### config.mk
export PLATFORM = sky130hd
export DESIGN_NAME = div_unit_flat
export DESIGN_NICKNAME = d
export VERILOG_FILES = /design/src/rtl/div_if.sv /design/src/rtl/div_unit.sv /design/src/flat_wrapper.sv
export SDC_FILE = /design/constraint.sdc
export NUM_CORES = 1
export LEC_CHECK = 0
export ABC_AREA = 1
export CELL_PAD_IN_SITES_DETAIL_PLACEMENT = 1
export CELL_PAD_IN_SITES_GLOBAL_PLACEMENT = 1
export CORE_ASPECT_RATIO = 1.25
export CORE_MARGIN = 3
export CORE_UTILIZATION = 30
export DETAILED_ROUTE_END_ITERATION = 7
export PLACE_DENSITY = 0.72
export SLEW_MARGIN = 5
export SYNTH_ARGS = -nofsm -noshare
export SYNTH_HDL_FRONTEND = slang
export SYNTH_SLANG_ARGS = --single-unit
### constraint.sdc
create_clock -name clk -period 7.7 [get_ports clk]
set_clock_uncertainty 0.05 [all_clocks]
set_input_delay 0.77 -clock clk [delete_from_list [all_inputs] [get_ports clk]]
set_output_delay 0.77 -clock clk [all_outputs]
set_load 0.03 [all_outputs]
### src/rtl/div_if.sv
// Request/response bundle between the execute-stage control and the iterative divider.
interface div_if #(
    parameter int unsigned WIDTH = 32
);
    logic             start;
    logic [WIDTH-1:0] op1;
    logic [WIDTH-1:0] op2;
    logic [1:0]       div_op;
    logic             busy;
    logic             done;
    logic [WIDTH-1:0] result;
    logic [3:0]       flags;

    modport master (output start, op1, op2, div_op, input busy, done, result, flags);
    modport slave  (input start, op1, op2, div_op, output busy, done, result, flags);
endinterface

### src/rtl/div_unit.sv
// Iterative radix-2 restoring divider for the ALU division group (DIV/DIVU/REM/REMU).
// Signed operations are compiled in only when DIV_SIGNED_EN is defined.
module div_unit #(
    parameter int unsigned WIDTH = 32
) (
    input  logic  clk,
    input  logic  rst,
    div_if.slave  bus
);
    localparam int unsigned CNT_W = $clog2(WIDTH + 1);

    typedef enum logic [1:0] {IDLE, CALC, FIX, DONE} state_t;

    state_t           state, state_n;
    logic [WIDTH:0]   rem, rem_n;
    logic [WIDTH-1:0] quo, quo_n;
    logic [WIDTH-1:0] dvs, dvs_n;
    logic [CNT_W-1:0] cnt, cnt_n;
    logic             rem_sel, rem_sel_n;
    logic             busy_q, done_q;
    logic [WIDTH-1:0] result_q, result_n;
    logic [3:0]       flags_q, flags_n;

    logic [WIDTH-1:0] op1_mag_c, op2_mag_c;
    logic             sovf_c;
    logic [WIDTH+1:0] rem_sh_c, diff_c;
    logic [WIDTH-1:0] quo_fix_c, rem_fix_c;

`ifdef DIV_SIGNED_EN
    localparam logic [WIDTH-1:0] MIN_NEG = WIDTH'(1) << (WIDTH - 1);
    logic is_signed_c, op1_neg_c, op2_neg_c;
    logic neg_q, neg_q_n, neg_r, neg_r_n;

    // Signed ops divide magnitudes; signs are restored in FIX.
    always_comb begin
        is_signed_c = ~bus.div_op[0];
        op1_neg_c   = is_signed_c & bus.op1[WIDTH-1];
        op2_neg_c   = is_signed_c & bus.op2[WIDTH-1];
        op1_mag_c   = op1_neg_c ? WIDTH'(-bus.op1) : bus.op1;
        op2_mag_c   = op2_neg_c ? WIDTH'(-bus.op2) : bus.op2;
        sovf_c      = is_signed_c && (bus.op1 == MIN_NEG) && (bus.op2 == '1);
        quo_fix_c   = neg_q ? WIDTH'(-quo) : quo;
        rem_fix_c   = neg_r ? WIDTH'(-rem[WIDTH-1:0]) : rem[WIDTH-1:0];
    end
`else
    logic unused_c;
    assign unused_c = bus.div_op[0];

    always_comb begin
        op1_mag_c = bus.op1;
        op2_mag_c = bus.op2;
        sovf_c    = 1'b0;
        quo_fix_c = quo;
        rem_fix_c = rem[WIDTH-1:0];
    end
`endif

    // Trial subtract on the shifted partial remainder; the extra MSB carries the borrow.
    assign rem_sh_c = {rem, quo[WIDTH-1]};
    assign diff_c   = rem_sh_c - {2'b00, dvs};

    function automatic logic [3:0] mk_flags(input logic [WIDTH-1:0] res, input logic ovf);
        return {res[WIDTH-1], (res == '0), 1'b0, ovf};
    endfunction

    // Next-state and datapath update.
    always_comb begin
        state_n   = state;
        rem_n     = rem;
        quo_n     = quo;
        dvs_n     = dvs;
        cnt_n     = cnt;
        rem_sel_n = rem_sel;
        result_n  = result_q;
        flags_n   = flags_q;
`ifdef DIV_SIGNED_EN
        neg_q_n   = neg_q;
        neg_r_n   = neg_r;
`endif
        case (state)
            IDLE: begin
                if (bus.start) begin
                    rem_sel_n = bus.div_op[1];
                    rem_n     = '0;
                    quo_n     = op1_mag_c;
                    dvs_n     = op2_mag_c;
                    cnt_n     = CNT_W'(WIDTH);
`ifdef DIV_SIGNED_EN
                    neg_q_n   = op1_neg_c ^ op2_neg_c;
                    neg_r_n   = op1_neg_c;
`endif
                    if (bus.op2 == '0) begin
                        result_n = bus.div_op[1] ? bus.op1 : '1;
                        flags_n  = mk_flags(result_n, 1'b1);
                        state_n  = DONE;
                    end else if (sovf_c) begin
                        result_n = bus.div_op[1] ? '0 : bus.op1;
                        flags_n  = mk_flags(result_n, 1'b1);
                        state_n  = DONE;
                    end else begin
                        state_n  = CALC;
                    end
                end
            end
            CALC: begin
                if (diff_c[WIDTH+1]) begin
                    rem_n = rem_sh_c[WIDTH:0];
                end else begin
                    rem_n = diff_c[WIDTH:0];
                end
                quo_n = {quo[WIDTH-2:0], ~diff_c[WIDTH+1]};
                cnt_n = cnt - CNT_W'(1);
                if (cnt == CNT_W'(1)) begin
                    state_n = FIX;
                end
            end
            FIX: begin
                result_n = rem_sel ? rem_fix_c : quo_fix_c;
                flags_n  = mk_flags(result_n, 1'b0);
                state_n  = DONE;
            end
            DONE: begin
                state_n = IDLE;
            end
            default: begin
                state_n = IDLE;
            end
        endcase
    end

    always_ff @(posedge clk or posedge rst) begin
        if (rst) begin
            state    <= IDLE;
            rem      <= '0;
            quo      <= '0;
            dvs      <= '0;
            cnt      <= '0;
            rem_sel  <= 1'b0;
            busy_q   <= 1'b0;
            done_q   <= 1'b0;
            result_q <= '0;
            flags_q  <= '0;
`ifdef DIV_SIGNED_EN
            neg_q    <= 1'b0;
            neg_r    <= 1'b0;
`endif
        end else begin
            state    <= state_n;
            rem      <= rem_n;
            quo      <= quo_n;
            dvs      <= dvs_n;
            cnt      <= cnt_n;
            rem_sel  <= rem_sel_n;
            busy_q   <= (state_n != IDLE);
            done_q   <= (state_n == DONE);
            result_q <= result_n;
            flags_q  <= flags_n;
`ifdef DIV_SIGNED_EN
            neg_q    <= neg_q_n;
            neg_r    <= neg_r_n;
`endif
        end
    end

    assign bus.busy   = busy_q;
    assign bus.done   = done_q;
    assign bus.result = result_q;
    assign bus.flags  = flags_q;
endmodule

### src/flat_wrapper.sv
// flat-port wrapper written by rule: the top's interface ports become plain ports
module div_unit_flat 
#(
    parameter int unsigned WIDTH = 32
)
  (clk, rst, bus_start, bus_op1, bus_op2, bus_div_op, bus_busy, bus_done, bus_result, bus_flags);
  div_if #(.WIDTH(WIDTH)) bus_i ();
  input  logic clk;
  input  logic rst;
  input wire logic [$bits(bus_i.start)-1:0] bus_start;
  input wire logic [$bits(bus_i.op1)-1:0] bus_op1;
  input wire logic [$bits(bus_i.op2)-1:0] bus_op2;
  input wire logic [$bits(bus_i.div_op)-1:0] bus_div_op;
  output wire logic [$bits(bus_i.busy)-1:0] bus_busy;
  output wire logic [$bits(bus_i.done)-1:0] bus_done;
  output wire logic [$bits(bus_i.result)-1:0] bus_result;
  output wire logic [$bits(bus_i.flags)-1:0] bus_flags;
  assign bus_i.start = bus_start;
  assign bus_i.op1 = bus_op1;
  assign bus_i.op2 = bus_op2;
  assign bus_i.div_op = bus_div_op;
  assign bus_busy = bus_i.busy;
  assign bus_done = bus_i.done;
  assign bus_result = bus_i.result;
  assign bus_flags = bus_i.flags;
  div_unit #(.WIDTH(WIDTH)) u_core (.clk(clk), .rst(rst), .bus(bus_i));
endmodule
==> results.sh <==
export IMPL_status="finished, final reports clean"
export IMPL_clockBufferDepth=2
export IMPL_drt_pass1_iter_count=5
export IMPL_start_util=0.306
export IMPL_start_kind="primary input"
export IMPL_fp_coreArea_um2=32100
export IMPL_finalCritPeriodShare=0.501
export IMPL_setup_violations=0
export IMPL_hold_viol=0
export IMPL_fillers=4046
export IMPL_cellPowerDensity_nw_per_um2=542
export IMPL_final_util=0.368
export IMPL_cp_max_fo=85
export IMPL_routedWlPerCell_um=17.7
export IMPL_cts_setup_buffers=0
export IMPL_cts_buffers_inserted=17
export IMPL_final_setup_tns_ps=0
export IMPL_fp_row_count=73
export IMPL_drtAntennaViolNets=0
export IMPL_worst_pin_slew_ps=935
export IMPL_drtIter0Drc=422
export IMPL_synth_area_per_cell_um2=6.77
export IMPL_arrival_ps=4070
export IMPL_route_vias_total=9742
export IMPL_clk_latency_ps=440
export IMPL_wl_met2_um=17900
export IMPL_grt_pass1_vias=10196
export IMPL_grt_first_pass_wirelength_um=55900
export IMPL_place_congestion=0.869
export IMPL_root_buffer="clkbuf_16"
export IMPL_syn_inst=1450
export IMPL_timing_final_ws_setup_ps=3840
export IMPL_clkTransAtPathRegs_ps=60
export IMPL_m1WireLength_um=14900
export IMPL_drc=0
export IMPL_relSlewSlack=0.376
export IMPL_slew_violations=0
export IMPL_top_layer="met4"
export IMPL_drv_cap=0
export IMPL_grtUsageTotal=0.200
export IMPL_regToRegSetupSlack_ps=4190
export IMPL_hpwl_um=26900
export IMPL_cts_sinks=142
export IMPL_syn_area_um2=9820
export IMPL_die_area_um2=34900
export IMPL_yosys_warnings=0
export IMPL_finalCriticalPeriod_ps=3860
export IMPL_post_cts_resized=0
export IMPL_io_pins=107
export IMPL_synth_top_area_share=0.362
export IMPL_max_freq_ghz=0.259
export IMPL_crit_required_ps=7910
export IMPL_fp_dieH_um=208
export IMPL_insertedDiodeCount=0
export IMPL_synth_cell_types=47
export IMPL_die_x_um=168
export IMPL_final_cell_area_um2=11800
export IMPL_placed_cell_area_um2=11200
export IMPL_routed_via_density=4.98
export IMPL_min_path_type="reg2reg"
export IMPL_rsz0062_at_grt="false"
export IMPL_yosysTopAreaCell="dfrtp_1"
export IMPL_synth_area_top_cells="dfrtp_1, nand2_1, inv_1"
export IMPL_pre_cts_ws_ps=3440
export IMPL_synth_seq_area_share=0.362
export IMPL_port_buffers=104
export IMPL_htree_levels=4
export IMPL_critical_path_class="in2reg"
export IMPL_ctsHoldBuffers=0
export IMPL_antenna_found_initial=0
export IMPL_ir_worst_vdd_mv=0.208
export IMPL_worstSetupEndpointType="flop"
export IMPL_synth_seq_cells=142
export IMPL_syn_nets=1554
export IMPL_cts_tree="yes"
export IMPL_synthToLayoutAreaGrowth_pct=20.2
export IMPL_grt_max_degree=86
export IMPL_postRouteWirelength_um=34700
export IMPL_route_met3_wl_um=1070
export IMPL_overflow=0
export IMPL_hold_ws_ps=438
export IMPL_finalNetCount=1634
export IMPL_drive_gt1_frac=0.0570
export IMPL_leakagePower_nw=6.11
==> critical path: stages <==
cell and delay (ps):
clkdlybuf4s50_1 470, inv_1 50, nor2_2 700, nand2_2 60, buf_4 410, nand2_2 580
clkinv_1 360, buf_4 370, nand2_1 120, o221ai_1 120
==> metrics by stage <==
stage	power [mW]	cells
after CTS	6.43	1955
after floorplan	4.28	1450
after global placement	5.41	1923
after global routing	7.01	1955
final	6.40	1955
after detailed placement	5.52	1923
==> final cells by class <==
cell class,instances,area (µm²),share of cell area
clock inverters,9,108,0.00912
inverters,277,1040,0.0885
repair buffers,114,1120,0.0946
well taps,412,515,0.0437
clock buffers,23,478,0.0405
multi-input cells,978,4990,0.422
flip-flops and latches,142,3550,0.301
==> cells by family (layout without fill, tap and decap cells) <==
family / Yosys count / in the layout / synth area share
muxes: 1 / 1 / 0.00115
DFF: 142 / 142 / 0.362
xor gates and xnor gates: 15 / 15 / 0.0134
buffers and inverters: 330 / 423 / 0.131
adders and majority gates: 35 / 35 / 0.0454
AOI/OAI and AO/OA: 193 / 193 / 0.122
other: 1 / 1 / 0.000382
and+or+nand+nor: 733 / 733 / 0.325
==> final timing paths <==
path,from,end,cells past startpoint
setup reg to reg,u_core.state[0]$_DFF_PP0_,u_core.quo[24]$_DFFE_PP0P_,8
hold / removal,u_core.dvs[18]$_DFFE_PP0P_,u_core.dvs[18]$_DFFE_PP0P_,2
setup / recovery,bus_start,u_core.quo[24]$_DFFE_PP0P_,10
min in group asynchronous,rst,u_core.bus.result[3]$_DFFE_PP0P_,2
hold reg to reg,u_core.dvs[18]$_DFFE_PP0P_,u_core.dvs[18]$_DFFE_PP0P_,2
max in group asynchronous,rst,u_core.quo[12]$_DFFE_PP0P_,3
==> routing by layer <==
| layer | track usage | vias to the layer above |
|---|---|---|
| met5 | 0 | - |
| met4 | 0.0621 | 0 |
| met3 | 0.0258 | 40 |
| met2 | 0.364 | 200 |
| met1 | 0.242 | 4728 |
| li1 | - | 4774 |
==> where the power goes <==
part           internal (mW)  switching, mW  leakage, nW
Clock                  0.503          0.343        0.284
Combinational           1.38           2.77         4.13
Sequential              1.12          0.274         1.70
Total                   3.01           3.39         6.11
==> flip-flops by register name, summed over array words and instances, names as in the netlist <==
signal and count:
u_core.quo 32, u_core.cnt 6, u_core.bus.busy 1, u_core.bus.flags 3
u_core.state 2, u_core.rem 33, u_core.rem_sel 1, u_core.bus.done 1
u_core.dvs 32, u_core.bus.result 31
==> cells in the final DEF, fill, tap and decap left out, types with 8 or more instances in the layout <==
| master | synthesis | layout |
|---|---|---|
| nor2_1 | 73 | 72 |
| o21ai_0 | 78 | 78 |
| ha_1 | 34 | 34 |
| clkbuf_16 | 0 | 17 |
| a22oi_1 | 8 | 8 |
| nor3_1 | 9 | 9 |
| nand3_1 | 121 | 121 |
| xnor2_1 | 11 | 11 |
| nand4_1 | 21 | 21 |
| inv_1 | 268 | 267 |
| o221ai_1 | 42 | 42 |
| dfrtp_1 | 142 | 142 |
| nand2_1 | 449 | 448 |
| buf_4 | 2 | 10 |
| nand2_2 | 18 | 19 |
| clkdlybuf4s50_1 | 0 | 104 |
| o211ai_1 | 8 | 8 |
| a21oi_1 | 47 | 47 |
| nor4_1 | 15 | 15 |
==> Yosys cell counts (all sizes together) <==
| master | n |
|---|---|
| inv | 275 |
| xor2 | 4 |
| and3 | 3 |
| nand2 | 469 |
| ha | 34 |
| a32o | 1 |
| nor4 | 15 |
| and2 | 3 |
| fa | 1 |
| or2 | 2 |
| o221ai | 42 |
| clkbuf | 35 |
| mux2 | 1 |
| nor3b | 1 |
| conb | 1 |
| o21a | 1 |
| o21bai | 4 |
| o21ai | 78 |
| nor2 | 81 |
| nand3b | 2 |
| nor3 | 11 |
| clkinv | 2 |
| o211ai | 8 |
| nand3 | 122 |
| buf | 18 |
| a21oi | 49 |
| a22oi | 8 |
| xnor2 | 11 |
| nand4 | 24 |
| dfrtp | 142 |
| o22ai | 1 |
| a21boi | 1 |
Note: power is estimated with default switching activity, not from simulation.
